**config.mk**
```make
export PLATFORM = sky130hd
export DESIGN_NAME = afe_frame_buffer
export DESIGN_NICKNAME = d
export VERILOG_FILES = /design/src/rtl/pulseox_pkg.sv /design/src/rtl/sdp_ram.sv /design/src/rtl/afe_frame_buffer.sv
export SDC_FILE = /design/constraint.sdc
export NUM_CORES = 1
export LEC_CHECK = 0
export BUFFER_PORTS_ARGS = -buffer_cell sky130_fd_sc_hd__buf_4
export CORE_MARGIN = 10
export CORE_UTILIZATION = 61
export DETAILED_ROUTE_END_ITERATION = 8
export PLACE_DENSITY_LB_ADDON = 0.3
export SYNTH_ARGS = -nofsm -noshare
export SYNTH_HDL_FRONTEND = slang
export SYNTH_SLANG_ARGS = --single-unit
```
**constraint.sdc**
```tcl
create_clock -name clk -period 4.8 [get_ports clk]
set_input_delay 0.72 -clock clk [delete_from_list [all_inputs] [get_ports clk]]
set_output_delay 0.72 -clock clk [all_outputs]
set_load 0.02 [all_outputs]
```
**src/rtl/pulseox_pkg.sv**
```systemverilog
// Shared defaults and channel map for the pulse-oximeter AFE capture path.
package pulseox_pkg;
  localparam int DEF_DATA_W = 24;
  localparam int DEF_OUT_W  = 22;
  localparam int DEF_NUM_CH = 7;
  localparam int DEF_ADDR_W = 3;
  localparam int DEF_CNT_W  = 16;

  localparam int CH_LED2       = 0;
  localparam int CH_ALED2      = 1;
  localparam int CH_LED2_ALED2 = 2;
  localparam int CH_LED1       = 3;
  localparam int CH_ALED1      = 4;
  localparam int CH_LED1_ALED1 = 5;
  localparam int CH_DIAG       = 6;

  typedef enum logic {RD_EMPTY = 1'b0, RD_FULL = 1'b1} rd_state_e;
endpackage

```
**src/rtl/sdp_ram.sv**
```systemverilog
// Single-clock simple dual-port RAM: one write port, one registered read port.
module sdp_ram #(
  parameter int DW    = 24,
  parameter int DEPTH = 14,
  parameter int AW    = 4
) (
  input  logic          clk,
  input  logic          we,
  input  logic [AW-1:0] waddr,
  input  logic [DW-1:0] wdata,
  input  logic          re,
  input  logic [AW-1:0] raddr,
  output logic [DW-1:0] rdata
);
  logic [DW-1:0] mem [DEPTH];

  always_ff @(posedge clk) begin
    if (we) mem[waddr] <= wdata;
    if (re) rdata <= mem[raddr];
  end
endmodule

```
**src/rtl/afe_frame_buffer.sv**
```systemverilog
// Ping-pong frame buffer: SPI readout fills one bank while the consumer reads the other.
module afe_frame_buffer
  import pulseox_pkg::*;
#(
  parameter int DATA_W = DEF_DATA_W,
  parameter int OUT_W  = DEF_OUT_W,
  parameter int NUM_CH = DEF_NUM_CH,
  parameter int ADDR_W = DEF_ADDR_W,
  parameter int CNT_W  = DEF_CNT_W
) (
  input  logic              clk,
  input  logic              reset_n,
  input  logic              wr_en,
  input  logic [ADDR_W-1:0] wr_addr,
  input  logic [DATA_W-1:0] wr_data,
  input  logic              rd_req,
  input  logic [ADDR_W-1:0] rd_addr,
  output logic [OUT_W-1:0]  rd_data,
  output logic              rd_valid,
  output logic              frame_rdy,
  input  logic              frame_release,
  input  logic              overflow_clr,
  output logic              overflow,
  output logic              wr_err,
  output logic [CNT_W-1:0]  frame_cnt
);
  localparam int AW1 = ADDR_W + 1;
  localparam logic [AW1-1:0] NCH = AW1'(NUM_CH);

  rd_state_e           state, state_n;
  logic                wr_bank;
  logic [NUM_CH-1:0]   mask, wr_bit;
  logic                wr_in, rd_in, we, rd_acc, rd_zero;
  logic                mask_full, commit, drop, wbank_eff;
  logic [AW1-1:0]      ram_wa, ram_ra;
  logic [DATA_W-1:0]   ram_q;
  logic [DATA_W-OUT_W-1:0] rd_msb_unused;

  assign wr_in     = {1'b0, wr_addr} < NCH;
  assign rd_in     = {1'b0, rd_addr} < NCH;
  assign we        = wr_en & wr_in;
  assign wr_bit    = we ? (NUM_CH'(1) << wr_addr) : '0;
  assign mask_full = &mask;
  // The completing write lands one edge before the commit decision is taken.
  assign commit    = mask_full & (~frame_rdy | frame_release);
  assign drop      = mask_full & frame_rdy & ~frame_release;
  // A write on the commit edge already belongs to the freshly swapped bank.
  assign wbank_eff = commit ? ~wr_bank : wr_bank;
  assign ram_wa    = wbank_eff ? ({1'b0, wr_addr} + NCH) : {1'b0, wr_addr};
  assign ram_ra    = ~wr_bank  ? ({1'b0, rd_addr} + NCH) : {1'b0, rd_addr};
  assign rd_acc    = rd_req & frame_rdy;

  sdp_ram #(.DW(DATA_W), .DEPTH(2*NUM_CH), .AW(AW1)) u_ram (
    .clk   (clk),
    .we    (we),
    .waddr (ram_wa),
    .wdata (wr_data),
    .re    (rd_acc & rd_in),
    .raddr (ram_ra),
    .rdata (ram_q)
  );

  always_ff @(posedge clk) begin
    if (!reset_n) state <= RD_EMPTY;
    else          state <= state_n;
  end

  always_comb begin
    state_n = state;
    if (commit)                                state_n = RD_FULL;
    else if (state == RD_FULL && frame_release) state_n = RD_EMPTY;
  end

  always_comb begin
    frame_rdy = (state == RD_FULL);
  end

  always_ff @(posedge clk) begin
    if (!reset_n) begin
      wr_bank   <= 1'b0;
      mask      <= '0;
      overflow  <= 1'b0;
      wr_err    <= 1'b0;
      frame_cnt <= '0;
      rd_valid  <= 1'b0;
      rd_zero   <= 1'b1;
    end else begin
      wr_err   <= wr_en & ~wr_in;
      mask     <= (mask_full ? '0 : mask) | wr_bit;
      rd_valid <= rd_acc;
      if (rd_acc) rd_zero <= ~rd_in;
      if (commit) begin
        wr_bank   <= ~wr_bank;
        frame_cnt <= frame_cnt + CNT_W'(1);
      end
      if (drop)              overflow <= 1'b1;
      else if (overflow_clr) overflow <= 1'b0;
    end
  end

  // The AFE never drives the top bits, so only the low OUT_W bits reach the port.
  assign rd_data       = rd_zero ? '0 : ram_q[OUT_W-1:0];
  assign rd_msb_unused = ram_q[DATA_W-1:OUT_W];
endmodule
```
==> results of run 1 <==
## Yosys cell counts (4+ instances only)
master    count
o31ai_1      26
nor3_1       25
nor2b_1      25
nand3_1       9
xnor2_1       4
o21ai_0      30
xor2_1        5
inv_1        10
mux2i_1     132
or2_2         4
a21boi_0     43
o32ai_1      22
nor4_1        9
o22ai_1      84
or4_1         8
clkbuf_1     56
a21oi_1      13
nand2_1      17
dfxtp_1      29
nand2b_1     10
nor2_1       19
nand4_1       4
or3_1         4
and3_1       47
mux2_2       22
buf_2        18
a22oi_1       9
ha_1          7
edfxtp_1    330
## placed cells by master (no fill, tap or decap), types with 23 or more instances in the layout
cell and n:
o31ai_1 26, edfxtp_1 330, and3_1 47, o21ai_0 30
o22ai_1 84, nor3_1 23, clkbuf_16 40, buf_4 101
nor2b_1 25, dfxtp_1 29, a21boi_0 43, mux2i_1 131
## worst max-delay path, cell delays in order (launching register included)
cell and delay (ps):
dfxtp_1 760, inv_1 230, a31oi_1 530, o2111ai_1 350
a211oi_4 520, buf_4 430
## layout make-up
| class | count | area (um2) | area share |
|---|---|---|---|
| clock inverter | 17 | 140 | 0.00799 |
| sequential | 359 | 10500 | 0.598 |
| multi-input combinational | 597 | 4610 | 0.262 |
| inverter | 11 | 41.3 | 0.00235 |
| timing repair buffer | 103 | 790 | 0.0450 |
| clock buffer | 49 | 1070 | 0.0613 |
| tap | 324 | 405 | 0.0231 |
## per-layer routing
| metal | share of wire | vias up |
|---|---|---|
| met1 | 0.39 | 4848 |
| met5 | 0 | - |
| met4 | 0.029 | 0 |
| met2 | 0.50 | 474 |
| met3 | 0.081 | 88 |
| li1 | - | 4281 |
## sequential cells by signal (all words and copies together) (netlist names)
name         flops
u_ram.rdata     22
u_ram.mem      308
rd_valid         1
frame_cnt       16
wr_bank          1
rd_zero          1
overflow         1
frame_rdy        1
wr_err           1
mask             7
## logic make-up (layout without fill, tap and decap cells)
group	Yosys count	count (layout)	share of synthesized area
compound gates	238	238	0.105
xor+xnor	9	9	0.00515
fa+ha+maj	7	7	0.00572
buf+inv	89	180	0.0239
flops	359	359	0.685
mux	156	156	0.105
simple gates	187	187	0.0700
## worst paths after layout
path | from | end | cells past startpoint
worst max-delay path | wr_bank | u_ram.mem[1][11] | 5
worst min register to register | overflow | overflow | 2
worst min-delay path | reset_n | rd_zero | 2
worst max register to register | wr_bank | u_ram.mem[1][11] | 5
## power by group through the flow
stage	combinational (mW)	clock [mW]	sequential, mW
3_3_place_gp	0.402	0	3.52
2_1_floorplan	0.264	0	3.52
5_1_grt	0.457	2.98	3.46
6_report	0.424	2.83	3.46
4_1_cts	0.419	2.85	3.46
3_5_place_dp	0.416	0	3.52
## metrics by stage
step	area (um2)	hold WS, ps	instances	util
6_report	17500	456	1460	0.715
5_1_grt	17500	465	1460	0.715
4_1_cts	17500	454	1460	0.715
3_5_place_dp	16300	474	1394	0.666
3_3_place_gp	16300	455	1394	0.666
2_1_floorplan	15300	492	1045	-
==> flow_summary.toml, run 1 <==
[synthesis]
synth_top_cell_area_share = 0.647
synth-seq-area-share = 0.685
synth_top_cell_by_area = "edfxtp_1"
synthCells = 1045
yosysUniqueCellTypes = 44
ys_async_sr_fraction = 0
postSynthAreaPerCell_um2 = 14.7
netlist_area_mm2 = 0.0153
ys_warn_count = 0
ys_seq_elements = 359
synth-edff-count = 330
synthFlopType = "edfxtp_1"
synth_fp_nets = 1088
synth.area.top_cells = "edfxtp_1 (65%), mux2i_1 (8.6%), dfxtp_1 (3.8%)"

[drt]
drt-total-wl_mm = 36.3
first_pass_iters = 5
drt_iter0_markers = 1120
via_per_inst = 6.64
via_count = 9691
wl_per_cell_um = 24.9
drtAntennaViolNets = 0
drc = 0

[finish]
fin_nets = 1152
area_delta_synth_final_pct = 14.6
diodes = 0
layout-drive-gt1-share = 0.185
fill_cells = 1566

[sta]
period_minus_slack_ps = 3160
worst_slew_pin_slew_ps = 1250
timing.final.ws_setup_ps = 1640
rsz0062_at_grt = "no"
relSlewSlack = 0.166
setup_viol = 0
finalHoldViolCount = 0
fin_tns_setup_ps = 0
clock.fmax_mhz = 317
fin_crit_sh = 0.657
finClkSkew_ps = 15.9
final_max_slew_viol_count = 0

[global_route]
grt_use_met2 = 0.374
grt_max_degree = 66
grt_overflow = 0
grt_first_pass_wirelength_mm = 54.6
met3_usage = 0.0294
antenna_found_initial = 0
grt_util_all_layers = 0.223
grt_pass1_vias = 9474
met1_usage = 0.291
globalRoute.busiestLayer = "met2"

[power_and_ir_drop]
power.leakage_nw = 6.17
swShare = 0.212
power_mw = 6.71
p_int_mw = 5.29
power_frac_clock = 0.421
vdd_ir_drop_max_mv = 0.327
pwr-share-comb = 0.063
seqPwrFrac = 0.515
p_per_area_mw_per_mm2 = 382
switchingPower_mw = 1.42

[place]
port_buffers = 75
hpwlAfterDp_mm = 19.9
place_ws_ps = 1410
place.gp.congestion = 0.775

[setup_path]
critical_path_class = "register to register"
cp.arrival_ps = 3330
cp-start-kind = "register"
end_kind = "register"
required_ps = 4980
path_max_fanout = 17
regToRegSetupSlack_ps = 1640

[clocking]
cts_made_buffers = 37
clock_path_buffers = 3
cts_hold_buf = 0
cts_setup_buffers = 0
cts_tree = "yes"
cts_resized = 0
cts.sinks = 359
clk_latency_ps = 520
clk_pin_slew_worst_paths_ps = 60
htreeDepth = 2
root_buffer = "clkbuf_16"

[die]
num_rows = 57
core_mm2 = 0.0245
pin_count = 78
start_util = 0.624
die_area_mm2 = 0.0318
dieHeight_um = 178
fp.dieW_um = 178

[worst_hold_path]
min_path_type = "input pin to register"

[run]
drv_cap = 0

[outcome]
run_status = "complete, no violations"
(Power assumes the default switching activity.)
==> run 2: changes to the inputs <==
- clock period: 4.8 -> 3 ns (I/O delays scaled with it)
==> run 2 against run 1 <==
  * First-iteration DRC count is 4.0% lower
  * Utilization is 1.5 points higher
  * Setup slack worse by 1200 ps
  * Clock skew is 5.5 ps higher
  * Total power is 60% higher
  * Clock power is 58% higher
  * Fmax is 24% higher
  * Largest cell class unchanged
  * Largest power group unchanged
  * Highest routed layer unchanged
==> flow_summary.toml, run 2 (synthesis results as in run 1) <==
[outcome]
run_status = "complete, no violations"

[sta]
clock.fmax_mhz = 394
setup_viol = 0
fin_crit_sh = 0.846
period_minus_slack_ps = 2540
rsz0062_at_grt = "no"
relSlewSlack = 0.365
whs_ps = 167
final_max_slew_viol_count = 0
finalHoldViolCount = 0
finClkSkew_ps = 21.3
worst_slew_pin_slew_ps = 953

[power_and_ir_drop]
power_mw = 10.7
swShare = 0.210
seqPwrFrac = 0.516
power.leakage_nw = 6.29
vdd_ir_drop_max_mv = 0.622
power_frac_clock = 0.418
p_per_area_mw_per_mm2 = 599
p_int_mw = 8.48
pwr-share-comb = 0.067
switchingPower_mw = 2.25

[drt]
drt_iter0_markers = 1075
drc = 0
drtAntennaViolNets = 0
via_count = 9800
drt-total-wl_mm = 36.3
wl_per_cell_um = 24.6
first_pass_iters = 5
via_per_inst = 6.64

[finish]
final_cell_mix = "edfxtp_1 (330), mux2i_1 (131), buf_4 (100), o22ai_1 (84), and3_1 (47)"
fin_util = 0.730
layout-drive-gt1-share = 0.189
largest_reg_flops = 308
stdcell_area_mm2 = 0.0179
area_delta_synth_final_pct = 16.9
final_common_cell = "edfxtp_1"
reg_top3 = "u_ram.mem x308, u_ram.rdata x22, frame_cnt x16"
regMostFlops = "u_ram.mem"
fin_nets = 1168

[clocking]
cts_resized = 0
htreeDepth = 2
clk_latency_ps = 520
cts_hold_buf = 0
cts_setup_buffers = 0
cts.sinks = 359
cts_tree = "yes"
cts_made_buffers = 37
clk_pin_slew_worst_paths_ps = 60
clock_path_buffers = 3
root_buffer = "clkbuf_16"

[global_route]
grt_max_degree = 57
grt_util_all_layers = 0.223
grt_pass1_vias = 9592
grt_first_pass_wirelength_mm = 54.3
antenna_found_initial = 1
grt_overflow = 0

[worst_hold_path]
min_path_type = "input pin to register"

[run]
drv_cap = 0

[die]
pin_count = 78
num_rows = 57
core_mm2 = 0.0245
fp.dieW_um = 178
dieHeight_um = 178
die_area_mm2 = 0.0318
start_util = 0.624

[place]
place_area_mm2 = 0.0167
place.gp.congestion = 0.810
port_buffers = 75
hpwlAfterDp_mm = 20.5

[setup_path]
required_ps = 3200
cp-start-kind = "register"
cp.arrival_ps = 2740
end_kind = "register"
path_max_fanout = 22
critical_path_class = "register to register"
[run 2: worst paths after layout]
kind | end | start | cells past startpoint | slack, ps
worst max-delay path | u_ram.mem[1][10] | mask[6] | 5 | 460
worst min register to register | frame_cnt[15] | frame_cnt[15] | 2 | 470
worst max register to register | u_ram.mem[1][10] | mask[6] | 5 | 460
worst min-delay path | rd_zero | reset_n | 2 | 170
[run 2: power groups by stage]
stage / Clock, mW / Combinational [mW] / Sequential [mW]
2_1_floorplan: 0 / 0.432 / 5.64
3_3_place_gp: 0 / 0.680 / 5.63
3_5_place_dp: 0 / 0.703 / 5.64
4_1_cts: 4.51 / 0.707 / 5.53
5_1_grt: 4.73 / 0.767 / 5.53
6_report: 4.48 / 0.716 / 5.53
[run 2: critical path: stages, from the launching register on]
cell and delay [ps]:
dfxtp_1 370, and4_1 360, a31oi_1 270, or4_1 660, a211oi_4 320, buf_12 240
[run 2: area by class of cell]
| class | instances | area [um2] |
|---|---|---|
| Sequential cell | 359 | 10500 |
| Fill cell | 1530 | 6630 |
| Multi-Input combinational cell | 597 | 4660 |
| Timing Repair Buffer | 119 | 1120 |
| Clock buffer | 49 | 1000 |
| Tap cell | 324 | 405 |
| Clock inverter | 16 | 183 |
| Inverter | 11 | 41.3 |
| Antenna cell | 1 | 2.50 |
[run 2: per-layer routing]
layer | wire (um) | up-vias | global-route usage
met4 | 1150 | 0 | 0.0975
li1 | - | 4319 | -
met5 | 0 | - | 0
met1 | 14300 | 4892 | 0.287
met3 | 3180 | 85 | 0.0355
met2 | 17700 | 504 | 0.368
[run 2: stage by stage]
stage / std cells / TNS (ps) / worst slack, ps
after global placement: 1410 / 0 / 433
after CTS: 1475 / 0 / 496
after floorplan: 1045 / -27720 / -769
after detailed placement: 1410 / 0 / 394
after global routing: 1476 / 0 / 351
final: 1476 / 0 / 461
==> run 3: changes to the inputs <==
- ABC_AREA: default -> 1
- clock period: 3 -> 2.45 ns (I/O delays scaled with it)
==> run 3 against run 2 <==
  * Sequential power increased by 22%
  * Final cell count grew 24%
  * Critical path depth up 3
  * Highest routed layer is now met5
  * Area after synthesis is 1.3% lower
  * Clock skew decreased by 7.5 ps
  * Clock-buffer cell count fell by 4
==> flow_summary.toml, run 3 <==
[power_and_ir_drop]
power_frac_clock = 0.399
swShare = 0.223
power.leakage_nw = 6.96
switchingPower_mw = 2.86
p_int_mw = 9.95
power_mw = 12.8
vdd_ir_drop_max_mv = 0.672
pwr-share-comb = 0.072
seqPwrFrac = 0.529
p_per_area_mw_per_mm2 = 731

[synthesis]
synth_common_cells = "nand2_1 (448), edfxtp_1 (330), inv_1 (163)"
synth_fp_nets = 1420
netlist_area_mm2 = 0.0151
synth.most_common_cell = "nand2_1"
synth_top_family_by_area = "simple AND/OR/NAND/NOR gates"
synth-edff-count = 330
synth_mux_area_frac = 0
synth_top_cell_by_area = "edfxtp_1"
synth-seq-area-share = 0.694
synth.area.top_cells = "edfxtp_1 (66%), nand2_1 (11%), nand3_1 (4.2%)"
synth_simple_gate_area_frac = 0.179
synth_top_cell_area_share = 0.656
synth_fa_ha_area_frac = 0.00580
synthXorXnorAreaFrac = 0.00298
postSynthAreaPerCell_um2 = 11.0
ys_async_sr_fraction = 0
synthCells = 1377
ys_seq_elements = 359
yosysUniqueCellTypes = 34
ys_warn_count = 0
synthFlopType = "edfxtp_1"
synth-compound-area-share = 0.0531

[place]
hpwlAfterDp_mm = 20.6
place_inst = 1762
port_buffers = 75
place.gp.congestion = 0.831
place_ws_ps = 197

[die]
fp.dieW_um = 177
core_mm2 = 0.0243
die_area_mm2 = 0.0315
pin_count = 78
start_util = 0.621
num_rows = 57
dieHeight_um = 177

[setup_path]
critical_path_class = "register to register"
path_buf_inv = 2
cpPeakStageDelay_ps = 440
path_max_fanout = 14
cp.arrival_ps = 2380
cp_top_family = "simple AND/OR/NAND/NOR gates"
end_kind = "register"
cp-start-kind = "register"
crit_slowest_cell = "dfxtp_1"
required_ps = 2640
crit_chain = "inv_4 -> nand4_2 -> nand2_2 -> nand2_1 -> nand2_1 -> nand2_2 -> nor2_2 -> buf_4"

[sta]
fin_crit_sh = 0.894
worst_slew_pin_slew_ps = 548
final_max_slew_viol_count = 0
rsz0062_at_grt = "no"
setup_viol = 0
timing.final.ws_setup_ps = 261
finClkSkew_ps = 13.8
finalHoldViolCount = 0
clock.fmax_mhz = 457
period_minus_slack_ps = 2190
relSlewSlack = 0.632

[drt]
wl_per_cell_um = 19.2
drc = 0
drt_iter0_markers = 1125
drt-total-wl_mm = 35.0
via_count = 10300
first_pass_iters = 5
via_per_inst = 5.65
drtAntennaViolNets = 0

[finish]
stdcell_count = 1829
fin_nets = 1519
regMostFlops = "u_ram.mem"
fin_util = 0.720
reg_top3 = "u_ram.mem x308, u_ram.rdata x22, frame_cnt x16"
layout-drive-gt1-share = 0.139
area_delta_synth_final_pct = 16.0
largest_reg_flops = 308
final_common_cell = "nand2_1"
final_cell_mix = "nand2_1 (448), edfxtp_1 (330), inv_1 (163), nand3_1 (128), buf_4 (105)"

[run]
drv_cap = 0

[global_route]
antenna_found_initial = 1
grt_first_pass_wirelength_mm = 54.4
grt_util_all_layers = 0.223
grt_overflow = 0
grt_max_degree = 52
grt_pass1_vias = 10100

[outcome]
run_status = "complete, no violations"

[clocking]
clk_latency_ps = 530
cts_hold_buf = 0
cts_made_buffers = 36
cts.sinks = 359
cts_resized = 0
clock_path_buffers = 3
clk_pin_slew_worst_paths_ps = 60
cts_setup_buffers = 0
root_buffer = "clkbuf_16"
htreeDepth = 2
cts_tree = "yes"

[worst_hold_path]
min_path_type = "input pin to register"
[run 3: tightest hold or removal path, stage by stage]
cell and delay (ps):
buf_4 110, nand2_1 50, nor2_1 40
[run 3: path summary, 6_finish.rpt]
path                 from              end  slack [ps]  cells after the start
setup reg to reg  wr_bank  u_ram.mem[4][7]         260                      8
hold reg to reg   mask[4]          mask[4]         470                      2
hold / removal      wr_en           wr_err          90                      3
setup / recovery  wr_bank  u_ram.mem[4][7]         260                      8
[run 3: stage by stage]
step | instance area [um2] | hold WS [ps] | setup TNS, ps
after global routing | 17500 | 93.2 | 0
after detailed placement | 16400 | 460 | 0
after global placement | 16400 | 454 | 0
after floorplan | 15100 | 445 | -52860
final | 17500 | 86.5 | 0
after CTS | 17500 | 69.5 | 0
[run 3: per-layer routing]
metal	track usage	vias to the layer above	wire length [um]
li1	-	4853	-
met2	0.380	436	17500
met3	0.0295	82	2600
met4	0.0844	2	985
met5	0	-	13
met1	0.286	4955	13900
[run 3: power by group through the flow]
stage	logic (mW)	registers, mW	clock network (mW)
after floorplan	0.549	6.91	0
after global placement	0.882	6.90	0
after detailed placement	0.911	6.90	0
after CTS	0.919	6.77	5.18
after global routing	1.02	6.77	5.43
final	0.921	6.77	5.12
[run 3: layout make-up]
type                       instances  area [um2]
inverter                         167         629
fill                            1603        6800
clock buffer                      45         956
multi-input combinational        787        3710
tap                              324         405
sequential                       359       10500
timing repair buffer             125        1190
clock inverter                    21         139
antenna                            1        2.50
[run 3: kinds of logic after synthesis]
kind of cell    Yosys count
simple gates            658
flops                   359
buf+inv                 231
compound gates          119
fa+ha+maj                 7
xor+xnor                  3
